## config.mk

```make
export PLATFORM = sky130hd
export DESIGN_NAME = combat_sequencer
export DESIGN_NICKNAME = d
export VERILOG_FILES = /design/src/rtl/combat_sequencer.sv
export SDC_FILE = /design/constraint.sdc
export NUM_CORES = 1
export LEC_CHECK = 0
export ABC_AREA = 1
export ABC_CLOCK_PERIOD_IN_PS = 6000
export CORE_UTILIZATION = 49
export DETAILED_ROUTE_END_ITERATION = 6
export PLACE_DENSITY = 0.77
export REMOVE_ABC_BUFFERS = 1
export SETUP_SLACK_MARGIN = 0.02
export SYNTH_ARGS = -nofsm -noshare
export SYNTH_HDL_FRONTEND = slang
export SYNTH_SLANG_ARGS = --single-unit
```

## constraint.sdc

```tcl
create_clock -name clk -period 6 [get_ports clk]
set_clock_uncertainty 0.1 [all_clocks]
set_input_delay 0.9 -clock clk [delete_from_list [all_inputs] [get_ports clk]]
set_output_delay 0.9 -clock clk [all_outputs]
set_load 0.005 [all_outputs]
```

## src/rtl/combat_sequencer.sv

```systemverilog
// combat_sequencer: turn-based encounter controller for the dungeon engine.
// Takes over from the movement datapath when the player steps onto an enemy
// tile, sequences player strike / enemy strike / run roll turns, owns both HP
// counters and reports the outcome of each encounter back to the engine.

module combat_sequencer #(
  parameter int unsigned PLAYER_MAX_HP = 100,
  parameter int unsigned ENEMY_MAX_HP  = 50,
  parameter int unsigned PLAYER_DMG    = 10,
  parameter int unsigned ENEMY_DMG     = 8,
  parameter int unsigned DMG_RAND_EN   = 1,
  parameter int unsigned RUN_THRESH    = 1,
  parameter logic [15:0] LFSR_SEED     = 16'hACE1
) (
  input  logic        clk,
  input  logic        rst_n,
  input  logic        enc_start,
  input  logic        cmd_valid,
  input  logic [15:0] cmd_code,
  output logic        cmd_ready,
  input  logic        godmode,
  output logic        in_combat,
  output logic        move_lock,
  output logic [15:0] player_hp,
  output logic [15:0] enemy_hp,
  output logic        run_failed,
  output logic        run_dir_valid,
  output logic [1:0]  run_dir,
  output logic        result_valid,
  output logic [1:0]  result,
  output logic        illegal_cmd,
  output logic        dead
);

  localparam logic [15:0] PLAYER_MAX_HP_W = 16'(PLAYER_MAX_HP);
  localparam logic [15:0] ENEMY_MAX_HP_W  = 16'(ENEMY_MAX_HP);
  localparam logic [15:0] PLAYER_DMG_W    = 16'(PLAYER_DMG);
  localparam logic [15:0] ENEMY_DMG_W     = 16'(ENEMY_DMG);

  localparam logic [15:0] CMD_ATTACK = 16'd5;
  localparam logic [15:0] CMD_RUN    = 16'd6;

  localparam logic [1:0] RES_WIN  = 2'd1;
  localparam logic [1:0] RES_FLED = 2'd2;
  localparam logic [1:0] RES_DIED = 2'd3;

  typedef enum logic [2:0] {
    S_IDLE,
    S_WAIT_CMD,
    S_P_HIT,
    S_E_HIT,
    S_RUN_ROLL,
    S_DEAD
  } state_e;

  state_e      state_q, state_d;
  logic [15:0] lfsr_q, lfsr_d;
  logic [15:0] player_hp_q, player_hp_d;
  logic [15:0] enemy_hp_q, enemy_hp_d;
  logic        in_combat_q, in_combat_d;
  logic        move_lock_q, move_lock_d;
  logic        dead_q, dead_d;
  logic        cmd_ready_q, cmd_ready_d;
  logic        run_failed_q, run_failed_d;
  logic        run_dir_valid_q, run_dir_valid_d;
  logic [1:0]  run_dir_q, run_dir_d;
  logic        result_valid_q, result_valid_d;
  logic [1:0]  result_q, result_d;
  logic        illegal_cmd_q, illegal_cmd_d;

  // Random component of a damage roll, drawn from the current LFSR value.
  logic [15:0] roll;
  logic [15:0] player_dmg;
  logic [15:0] enemy_dmg;
  logic        run_ok;

  // HP never wraps: a hit larger than the remaining HP leaves exactly zero.
  function automatic logic [15:0] sat_sub(input logic [15:0] a, input logic [15:0] b);
    return (a > b) ? (a - b) : 16'd0;
  endfunction

  // Damage and run-roll inputs sampled from the LFSR in the active roll cycle.
  always_comb begin
    roll       = (DMG_RAND_EN != 0) ? {14'd0, lfsr_q[1:0]} : 16'd0;
    player_dmg = PLAYER_DMG_W + roll;
    enemy_dmg  = ENEMY_DMG_W + roll;
    run_ok     = (32'(lfsr_q[3:2]) >= RUN_THRESH);
  end

  // Next-state and next-output logic for the encounter sequencer.
  always_comb begin
    // NOTE: every _d starts from a hold or idle default so that no path through
    // the case statement leaves a signal unassigned and infers a latch.
    state_d         = state_q;
    lfsr_d          = {lfsr_q[14:0], lfsr_q[15] ^ lfsr_q[13] ^ lfsr_q[12] ^ lfsr_q[10]};
    player_hp_d     = player_hp_q;
    enemy_hp_d      = enemy_hp_q;
    in_combat_d     = in_combat_q;
    dead_d          = dead_q;
    run_dir_d       = run_dir_q;
    result_d        = result_q;
    run_failed_d    = 1'b0;
    run_dir_valid_d = 1'b0;
    result_valid_d  = 1'b0;
    illegal_cmd_d   = 1'b0;

    unique case (state_q)
      S_IDLE: begin
        if (enc_start) begin
          enemy_hp_d  = ENEMY_MAX_HP_W;
          in_combat_d = 1'b1;
          state_d     = S_WAIT_CMD;
        end
      end

      S_WAIT_CMD: begin
        // cmd_ready is high throughout this state, so cmd_valid alone is a handshake.
        if (cmd_valid) begin
          if (cmd_code == CMD_ATTACK) begin
            state_d = S_P_HIT;
          end else if (cmd_code == CMD_RUN) begin
            state_d = S_RUN_ROLL;
          end else begin
            illegal_cmd_d = 1'b1;
          end
        end
      end

      S_P_HIT: begin
        enemy_hp_d = sat_sub(enemy_hp_q, player_dmg);
        if (enemy_hp_d == 16'd0) begin
          result_d       = RES_WIN;
          result_valid_d = 1'b1;
          in_combat_d    = 1'b0;
          state_d        = S_IDLE;
        end else begin
          state_d = S_E_HIT;
        end
      end

      S_E_HIT: begin
        if (!godmode) begin
          player_hp_d = sat_sub(player_hp_q, enemy_dmg);
        end
        if (player_hp_d == 16'd0) begin
          result_d       = RES_DIED;
          result_valid_d = 1'b1;
          dead_d         = 1'b1;
          in_combat_d    = 1'b0;
          state_d        = S_DEAD;
        end else begin
          state_d = S_WAIT_CMD;
        end
      end

      S_RUN_ROLL: begin
        if (run_ok) begin
          run_dir_d       = lfsr_q[5:4];
          run_dir_valid_d = 1'b1;
          result_d        = RES_FLED;
          result_valid_d  = 1'b1;
          in_combat_d     = 1'b0;
          enemy_hp_d      = 16'd0;
          state_d         = S_IDLE;
        end else begin
          // A failed escape hands the enemy a free strike.
          run_failed_d = 1'b1;
          state_d      = S_E_HIT;
        end
      end

      S_DEAD: begin
        state_d = S_DEAD;
      end

      default: begin
        state_d = S_IDLE;
      end
    endcase

    // Registered versions of the derived flags keep every output glitch-free.
    cmd_ready_d = (state_d == S_WAIT_CMD);
    move_lock_d = in_combat_d | dead_d;
  end

  // State, LFSR, HP counters and all registered outputs.
  always_ff @(posedge clk or negedge rst_n) begin
    // NOTE: sequential state uses non-blocking assignments so every flop
    // samples pre-edge values regardless of statement order.
    if (!rst_n) begin
      state_q         <= S_IDLE;
      lfsr_q          <= LFSR_SEED;
      player_hp_q     <= PLAYER_MAX_HP_W;
      enemy_hp_q      <= 16'd0;
      in_combat_q     <= 1'b0;
      move_lock_q     <= 1'b0;
      dead_q          <= 1'b0;
      cmd_ready_q     <= 1'b0;
      run_failed_q    <= 1'b0;
      run_dir_valid_q <= 1'b0;
      run_dir_q       <= 2'd0;
      result_valid_q  <= 1'b0;
      result_q        <= 2'd0;
      illegal_cmd_q   <= 1'b0;
    end else begin
      state_q         <= state_d;
      lfsr_q          <= lfsr_d;
      player_hp_q     <= player_hp_d;
      enemy_hp_q      <= enemy_hp_d;
      in_combat_q     <= in_combat_d;
      move_lock_q     <= move_lock_d;
      dead_q          <= dead_d;
      cmd_ready_q     <= cmd_ready_d;
      run_failed_q    <= run_failed_d;
      run_dir_valid_q <= run_dir_valid_d;
      run_dir_q       <= run_dir_d;
      result_valid_q  <= result_valid_d;
      result_q        <= result_d;
      illegal_cmd_q   <= illegal_cmd_d;
    end
  end

  assign cmd_ready     = cmd_ready_q;
  assign in_combat     = in_combat_q;
  assign move_lock     = move_lock_q;
  assign player_hp     = player_hp_q;
  assign enemy_hp      = enemy_hp_q;
  assign run_failed    = run_failed_q;
  assign run_dir_valid = run_dir_valid_q;
  assign run_dir       = run_dir_q;
  assign result_valid  = result_valid_q;
  assign result        = result_q;
  assign illegal_cmd   = illegal_cmd_q;
  assign dead          = dead_q;

endmodule

```

==> flow_summary.yaml, run 1 <==
final_layout:
  layout-area-overhead-vs-synth_pct: 25.0
  multi_input_area_sq_um: 1790
  diodes: 0
  final_layout_size_suffix_gt1_frac: 0.125
  n_fill_cell: 622
  ff_latch_area_sq_um: 1590
  instances_no_fill: 652
  fin_nets: 576
die:
  die_area_sq_um: 7860
  core_sq_um: 7250
  ioPinCount: 65
  rows: 31
  die_h_um: 88.6
  fp.dieW_um: 88.6
  initial_core_util: 0.507
route:
  vias: 3446
  drt-total-wl_um: 8820
  ant_nets: 0
  dr.pass1.iters: 4
  drt_iter0_drc: 169
  routed_via_density: 5.29
  drc: 0
  avgRoutedWirePerCell_um: 13.5
timing:
  rsz0062_at_grt: "no"
  setup_slack_ns: 3.05
  final_hold_viol_count: 0
  drv_slew: 0
  tightest_slew_ns: 0.774
  fin_crit_sh: 0.492
  hold_ws_ns: 0.252
  fmaxAchievable_mhz: 339
  finalSetupTns_ns: 0
  setup_viol: 0
  relSlewSlack: 0.484
  period_needed_ns: 2.95
place:
  routabilityCongestion: 0.982
  placed_cells: 636
  dp_slack_ns: 2.99
  dp_hpwl_um: 6550
  port_buffers: 64
clocking:
  clk_latency_ns: 0.35
  clockRootBuffer: "clkbuf_8"
  ctsHoldBuffers: 0
  htree_levels: 3
  clock_path_buffers: 2
  cts_tree: "done"
  cts_buffers: 9
  clkSinkCount: 63
  clkTransAtPathRegs_ns: 0.07
  cts_setup_buffers: 0
  cts-resized-gates: 0
hold_path:
  min_to: "lfsr_q[9]$_DFF_PN0_"
  hold_path_depth: 0
  hold_class: "reg -> reg"
  min_from: "lfsr_q[8]$_DFF_PN0_"
global_route:
  grt_antenna_before_repair: 0
  top_usage_layer: "met2"
  grt_util_met2: 0.391
  grt_start_max_net_pins: 64
  grt_use_met1: 0.319
  grt_pass1_wl_um: 14700
  grt-ovfl-total: 0
  grt_pass1_vias: 3245
  grt_use_total: 0.246
  grt_use_met3: 0.0569
synthesis:
  synth_warnings: 0
  syn_inst: 477
  yosys.cell_types.count: 41
  synth_area_leaders: "dfrtp_1 35%, nand2_1 12%, dfstp_2 7.9%"
  ys_seq_area_frac: 0.432
  ys_ff_latch: 63
  netlist_area_sq_um: 3680
  synth_top_area_frac: 0.354
  post-synth-top-area-cell: "dfrtp_1"
  syn_avg_cell_area_sq_um: 7.71
power:
  power_frac_seq: 0.438
  leakage_nw: 2.29
  vdd_drop_max_mv: 0.165
  power.switching_w: 0.000368
  switching_share: 0.315
  p_int_w: 0.000800
  comb_power_share: 0.244
  p_clk_frac: 0.318
  power_density_nw_per_um2: 254
setup_path:
  cp-start-kind: "flop"
  critPathMaxFanout: 19
  cp.arrival_ns: 3.07
  rr_worst_depth: 15
  path_class: "reg -> reg"
  cp-end-kind: "flop"
  r2r_end: "move_lock$_DFF_PN0_"
  critPathRequiredTime_ns: 6.12
  reg2reg_from: "lfsr_q[0]$_DFF_PN1_"
  r2r_slack_ns: 3.05
job:
  max_cap_violations: 0
outcome:
  status: "completed"
[layout by cell type (no fill, tap or decap), drive strengths merged, types with 3 or more instances in the layout]
cell type / n
o21ai: 30
a21oi: 5
dfstp: 11
nand2: 128
nor2: 59
nand3: 61
inv: 66
ha: 5
clkinv: 5
clkdlybuf4s50: 63
nor4: 4
o22ai: 9
dfrtp: 52
clkbuf: 12
xor2: 4
buf: 3
nor3: 5
nand4: 14
[power by group through the flow]
stage | sequential [W] | combinational, W | clock, W
finish | 0.000512 | 0.000285 | 0.000371
global route | 0.000518 | 0.000323 | 0.000397
CTS | 0.000512 | 0.000284 | 0.000377
detailed placement | 0.000519 | 0.000281 | 0
global placement | 0.000518 | 0.000274 | 0
floorplan | 0.000511 | 0.000153 | 0
[routing by layer]
metal  share of wire  vias up
li1                -     1703
met1            0.45     1617
met2            0.48      108
met3           0.048       18
met4           0.021        0
met5               0        -
[sequential cells by signal (all words and copies together), names as in the netlist]
register and flops:
illegal_cmd 1, cmd_ready 1, run_dir 2, run_dir_valid 1
run_failed 1, move_lock 1, result 2, enemy_hp 16
lfsr_q 16, state_q 3, dead 1, in_combat 1
player_hp 16, result_valid 1
[synth_stat cells, drive strengths merged]
cell    instances
a21boi          1
a32o            2
a22oi           2
xnor2           2
and3            1
xor2            4
and2            1
nor2           59
nand4          14
a21oi           5
a311oi          1
fa              2
clkbuf          2
clkinv          2
nand2         128
o22ai           9
o21ai          30
inv            66
nor4            4
dfstp          11
a31oi           1
dfrtp          52
nand3          61
ha              5
buf             4
nor3            5
o221ai          1
a21o            2
[per-stage QoR]
step	power, W	instance area [sq um]	util
floorplan	0.000664	3630	-
CTS	0.00117	4600	0.634
global placement	0.000792	4410	0.607
finish	0.00117	4600	0.634
global route	0.00124	4600	0.634
detailed placement	0.000800	4410	0.607
[cells by family (layout without fill, tap and decap cells)]
group	Yosys count	after routing	share of synthesized area
compound gates	54	54	0.0871
xor+xnor	6	6	0.0143
fa+ha+maj	7	7	0.0279
buf+inv	74	150	0.0820
flops	63	63	0.432
simple gates	273	273	0.356
[worst max-delay path, cell delays in order, from the launching register on]
cell,delay [ns]
dfstp_2,0.56
ha_1,0.15
inv_1,0.07
fa_1,0.43
nand3_1,0.19
nand2_2,0.10
nand2_2,0.09
nand3_4,0.21
o21ai_0,0.17
nand4_1,0.14
nor2_2,0.17
nand3_1,0.11
nand2_1,0.07
nand2_1,0.07
nand2_1,0.09
nand3_1,0.08
[worst max path at each step]
stage	startpoint	end	slack, ns
after global placement	godmode	move_lock$_DFF_PN0_	3.07
after floorplan	lfsr_q[0]$_DFF_PN1_	move_lock$_DFF_PN0_	3.50
after detailed placement	godmode	move_lock$_DFF_PN0_	2.99
after CTS	lfsr_q[0]$_DFF_PN1_	move_lock$_DFF_PN0_	3.07
final	lfsr_q[0]$_DFF_PN1_	move_lock$_DFF_PN0_	3.05
after global routing	lfsr_q[0]$_DFF_PN1_	move_lock$_DFF_PN0_	2.84
[area by class of cell]
class | instances | area share
flip-flops and latches | 63 | 0.346
well taps | 99 | 0.0270
clock buffers | 12 | 0.0316
repair buffers | 66 | 0.142
multi-input cells | 340 | 0.389
inverters | 68 | 0.0555
clock inverters | 4 | 0.00980
Power figures use the tool's default switching activity.
==> run 2: changes to the inputs <==
ABC_CLOCK_PERIOD_IN_PS = 2900   (was 6000)
clock period = 2.9 ns   (was 6 ns; I/O delays follow)
==> run 2 against run 1 <==
Sequential power is 110% higher. Final cell count is 0.61% higher. Non-clock buffer count is 3 higher. Via count is 2.7% higher. Flip-flop and latch count stayed put. Total power is 120% higher. Register-to-register slack worse by 2.8 ns. Global-route usage is 0.71 points lower. Critical endpoint is now result[1]$_DFFE_PN0P_.
==> flow_summary.yaml, run 2 (synthesized netlist as in run 1, its figures left out) <==
die:
  fp.dieW_um: 88.6
  die_area_sq_um: 7860
  ioPinCount: 65
  rows: 31
  core_sq_um: 7250
  initial_core_util: 0.507
  die_h_um: 88.6
power:
  leakage_nw: 2.31
  power_density_nw_per_um2: 548
  vdd_drop_max_mv: 0.358
setup_path:
  path_class: "reg -> reg"
  critPathRequiredTime_ns: 3.02
  cp.arrival_ns: 2.76
  cp-start-kind: "flop"
  cp-end-kind: "flop"
  critPathMaxFanout: 9
final_layout:
  layout-area-overhead-vs-synth_pct: 27.6
  ff_latch_area_sq_um: 1590
  n_fill_cell: 649
  final_layout_size_suffix_gt1_frac: 0.140
  final_common_cell: "nand2_1"
  fin_nets: 580
  design_area_sq_um: 4690
  diodes: 0
  layout_common_cells: "120 x nand2_1, 63 x inv_1, 63 x clkdlybuf4s50_1"
  multi_input_area_sq_um: 1820
  instances_no_fill: 656
route:
  vias: 3538
  avgRoutedWirePerCell_um: 13.6
  drt-total-wl_um: 8890
  routed_via_density: 5.39
  drc: 0
  drt_iter0_drc: 257
  dr.pass1.iters: 5
  ant_nets: 0
global_route:
  grt_use_total: 0.239
  grt_pass1_wl_um: 14300
  grt_antenna_before_repair: 0
  grt-ovfl-total: 0
  grt_pass1_vias: 3096
  grt_start_max_net_pins: 37
clocking:
  clockRootBuffer: "clkbuf_8"
  htree_levels: 3
  clock_path_buffers: 2
  clkSinkCount: 63
  cts_buffers: 9
  cts_tree: "done"
  clkTransAtPathRegs_ns: 0.07
  clk_latency_ns: 0.33
  ctsHoldBuffers: 0
place:
  routabilityCongestion: 0.925
  place_area_sq_um: 4410
  port_buffers: 64
  dp_slack_ns: 0.144
  dp_hpwl_um: 6710
  placed_cells: 637
timing:
  fmaxAchievable_mhz: 378
  finalSetupTns_ns: 0
  fin_crit_sh: 0.912
  setup_slack_ns: 0.255
  period_needed_ns: 2.64
  tightest_slew_ns: 0.777
  hold_ws_ns: 0.0773
  drv_slew: 0
  relSlewSlack: 0.482
  rsz0062_at_grt: "no"
  setup_viol: 0
  final_hold_viol_count: 0
outcome:
  status: "completed"
hold_path:
  hold_class: "in -> async"
job:
  max_cap_violations: 0
run 2: cell count changes in the layout (fill, tap and decap cells not counted), sizes merged:
cell | before | now
buf | 3 | 6
clkinv | 5 | 3
nand3 | 61 | 62
bufinv | 1 | 3
run 2: report_power, final:
group	internal (W)	total, W	switching [W]
Sequential	0.000956	0.00106	0.000106
Clock	0.000571	0.000901	0.000330
Combinational	0.000290	0.000609	0.000319
run 2: worst paths after layout:
path                                             to           startpoint  slack, ns  cells past startpoint
max in group asynchronous  player_hp[6]$_DFFE_PN1P_                rst_n       1.87                      2
max reg2reg                   result[1]$_DFFE_PN0P_  lfsr_q[0]$_DFF_PN1_       0.26                     13
min reg2reg                     lfsr_q[9]$_DFF_PN0_  lfsr_q[8]$_DFF_PN0_       0.26                      0
min in group clk                lfsr_q[9]$_DFF_PN0_  lfsr_q[8]$_DFF_PN0_       0.26                      0
max                           result[1]$_DFFE_PN0P_  lfsr_q[0]$_DFF_PN1_       0.26                     13
min                         enemy_hp[6]$_DFFE_PN0P_                rst_n       0.08                      1
run 2: per-layer routing:
layer | part of all wire | global-route usage
met5 | 0 | 0
met4 | 0.017 | 0.0924
met1 | 0.44 | 0.332
met2 | 0.48 | 0.376
met3 | 0.066 | 0.0420
run 2: area by class of cell:
type,instances,share of cell area
multi-input cells,341,0.387
flip-flops and latches,63,0.339
repair buffers,69,0.143
inverters,68,0.0544
clock buffers,12,0.0288
well taps,99,0.0264
clock inverters,4,0.0203
run 2: critical path: stages, from the launching register on:
cell	delay, ns
dfstp_2	0.55
ha_1	0.14
inv_1	0.07
fa_2	0.38
nand3_2	0.12
nand2_2	0.08
nand2_2	0.13
nand3_4	0.14
buf_4	0.17
nand2_1	0.07
nor2_2	0.05
nor2_2	0.14
nand4_2	0.17
a21o_1	0.22
run 2: through the flow:
| stage | util | total power, W |
|---|---|---|
| after global routing | 0.647 | 0.00272 |
| final | 0.647 | 0.00257 |
| after detailed placement | 0.608 | 0.00167 |
| after CTS | 0.640 | 0.00257 |
| after floorplan | - | 0.00137 |
| after global placement | 0.608 | 0.00165 |
run 2: what timing repair did:
item,CTS,global route
setup endpoints to repair,0,7
buffers inserted,0,2
hold endpoints to repair,0,0
resized for setup,0,7
==> run 3: changes to the inputs <==
CORE_MARGIN = 2   (was default)
HOLD_SLACK_MARGIN = 0.02   (was default)
==> run 3 against run 2 <==
Largest power group unchanged. Global-route usage shrank 1.4 points. Fmax shrank 0.47%. Clock-buffer cell count decreased by 1. Die area up 4.6%. Clock power decreased by 23%. Final cell count up 0.15%. Largest cell class unchanged. Cell area shrank 0.64%. Hold slack lost 0.035 ns.
==> flow_summary.yaml, run 3 (synthesized netlist as in run 1, its figures left out) <==
outcome:
  status: "completed"
setup_path:
  cp-start-kind: "flop"
  cp-end-kind: "flop"
  crit_chain: "ha_1 > inv_1 > fa_2 > nand3_2 > nand2_2 > nand2_2 > nand3_4 > o21ai_0 > nand2_1 > inv_1 > nand2_1 > nor2_2 > nand3_1 > nand2_1 > nand2_1 > nand2_1 > nand3_1"
  rr_worst_depth: 17
  reg2reg_from: "lfsr_q[0]$_DFF_PN1_"
  slowest_stage: "dfstp_2"
  critPathMaxFanout: 9
  cp-startpoint: "lfsr_q[0]$_DFF_PN1_"
  cp.arrival_ns: 2.78
  critPathRequiredTime_ns: 3.02
  cpMostUsedCell: "nand2_1"
  critPathMaxStageDelay_ns: 0.54
  path_class: "reg -> reg"
global_route:
  grt_pass1_vias: 3312
  grt-ovfl-total: 0
  grt_pass1_wl_um: 15100
  grt_antenna_before_repair: 0
  grt_start_max_net_pins: 35
  grt_use_total: 0.225
route:
  vias: 3529
  drc: 0
  avgRoutedWirePerCell_um: 13.7
  drt-total-wl_um: 9020
  dr.pass1.iters: 5
  routed_via_density: 5.37
  drt_iter0_drc: 251
  ant_nets: 0
timing:
  drv_slew: 0
  period_needed_ns: 2.66
  tightest_slew_ns: 0.696
  fmaxAchievable_mhz: 376
  setup_slack_ns: 0.243
  relSlewSlack: 0.536
  fin_crit_sh: 0.916
  setup_viol: 0
  final_hold_viol_count: 0
final_layout:
  final_common_cell: "nand2_1"
  layout_common_cells: "121 x nand2_1, 63 x inv_1, 63 x clkdlybuf4s50_1"
  ff_latch_area_sq_um: 1590
  final_layout_size_suffix_gt1_frac: 0.143
  multi_input_area_sq_um: 1820
  diodes: 0
  n_fill_cell: 643
  layout-area-overhead-vs-synth_pct: 26.8
  design_area_sq_um: 4660
  post-route-util: 0.643
  instances_no_fill: 657
  fin_nets: 581
die:
  ioPinCount: 65
  die_area_sq_um: 8210
  initial_core_util: 0.507
  die_h_um: 90.6
  core_sq_um: 7250
  rows: 31
  fp.dieW_um: 90.6
place:
  place_area_sq_um: 4430
  port_buffers: 64
  dp_hpwl_um: 6810
  routabilityCongestion: 0.970
  placed_cells: 637
  dp_slack_ns: 0.149
clocking:
  cts_buffers: 9
  clkSinkCount: 63
  clk_latency_ns: 0.34
  ctsHoldBuffers: 0
  htree_levels: 3
  clkTransAtPathRegs_ns: 0.07
  clock_path_buffers: 2
  cts_tree: "done"
  clockRootBuffer: "clkbuf_8"
power:
  leakage_nw: 2.30
  power_density_nw_per_um2: 508
  vdd_drop_max_mv: 0.257
job:
  max_cap_violations: 0
hold_path:
  hold_class: "in -> async"
==> run 3: power by group <==
group          internal (W)  total [W]  switching [W]
combinational      0.000290   0.000614       0.000323
sequential         0.000956    0.00106       0.000108
clock              0.000353   0.000692       0.000339
total               0.00160    0.00237       0.000770
==> run 3: layer usage <==
| layer | part of all wire | global-route usage | vias up |
|---|---|---|---|
| met5 | 0 | 0 | - |
| met4 | 0.019 | 0.0923 | 0 |
| met3 | 0.073 | 0.0434 | 20 |
| met2 | 0.48 | 0.362 | 157 |
| met1 | 0.43 | 0.298 | 1639 |
| li1 | - | - | 1713 |
==> run 3: path summary, 6_finish.rpt <==
check	endpoint	slack, ns
max in group asynchronous	lfsr_q[7]$_DFF_PN1_	1.98
max	move_lock$_DFF_PN0_	0.24
min reg2reg	lfsr_q[9]$_DFF_PN0_	0.25
max reg2reg	move_lock$_DFF_PN0_	0.24
min in group clk	lfsr_q[9]$_DFF_PN0_	0.25
min	player_hp[9]$_DFFE_PN0P_	0.04
==> run 3: timing repair <==
item                       4_1_cts  5_1_grt
setup endpoints to repair        0        7
gates resized for setup          0        5
setup buffers                    0        3
==> run 3: area by class of cell <==
class                   instances  share of cell area
inverters                      68              0.0548
multi-input cells             341               0.389
well taps                      99              0.0266
flip-flops and latches         63               0.341
clock buffers                  11              0.0325
repair buffers                 70               0.149
clock inverters                 5             0.00698
==> run 3: metrics by stage <==
| step | hold WS (ns) | total power [W] | setup TNS [ns] |
|---|---|---|---|
| 2_1_floorplan | 0.0394 | 0.00137 | 0 |
| 3_3_place_gp | 0.235 | 0.00165 | 0 |
| 3_5_place_dp | 0.235 | 0.00167 | 0 |
| 4_1_cts | 0.0515 | 0.00236 | 0 |
| 5_1_grt | 0.0882 | 0.00251 | -0.0729 |
| 6_report | 0.0428 | 0.00237 | 0 |
==> run 3: worst max-delay path: cells and delay by family (launching register included) <==
kind | cells | cell delay (ns)
AND/OR/NAND/NOR | 12 | 1.10
flip-flops | 1 | 0.54
adder cells (fa/ha/maj) | 2 | 0.53
buffers and inverters | 2 | 0.13
AO/OA/AOI/OAI | 1 | 0.13
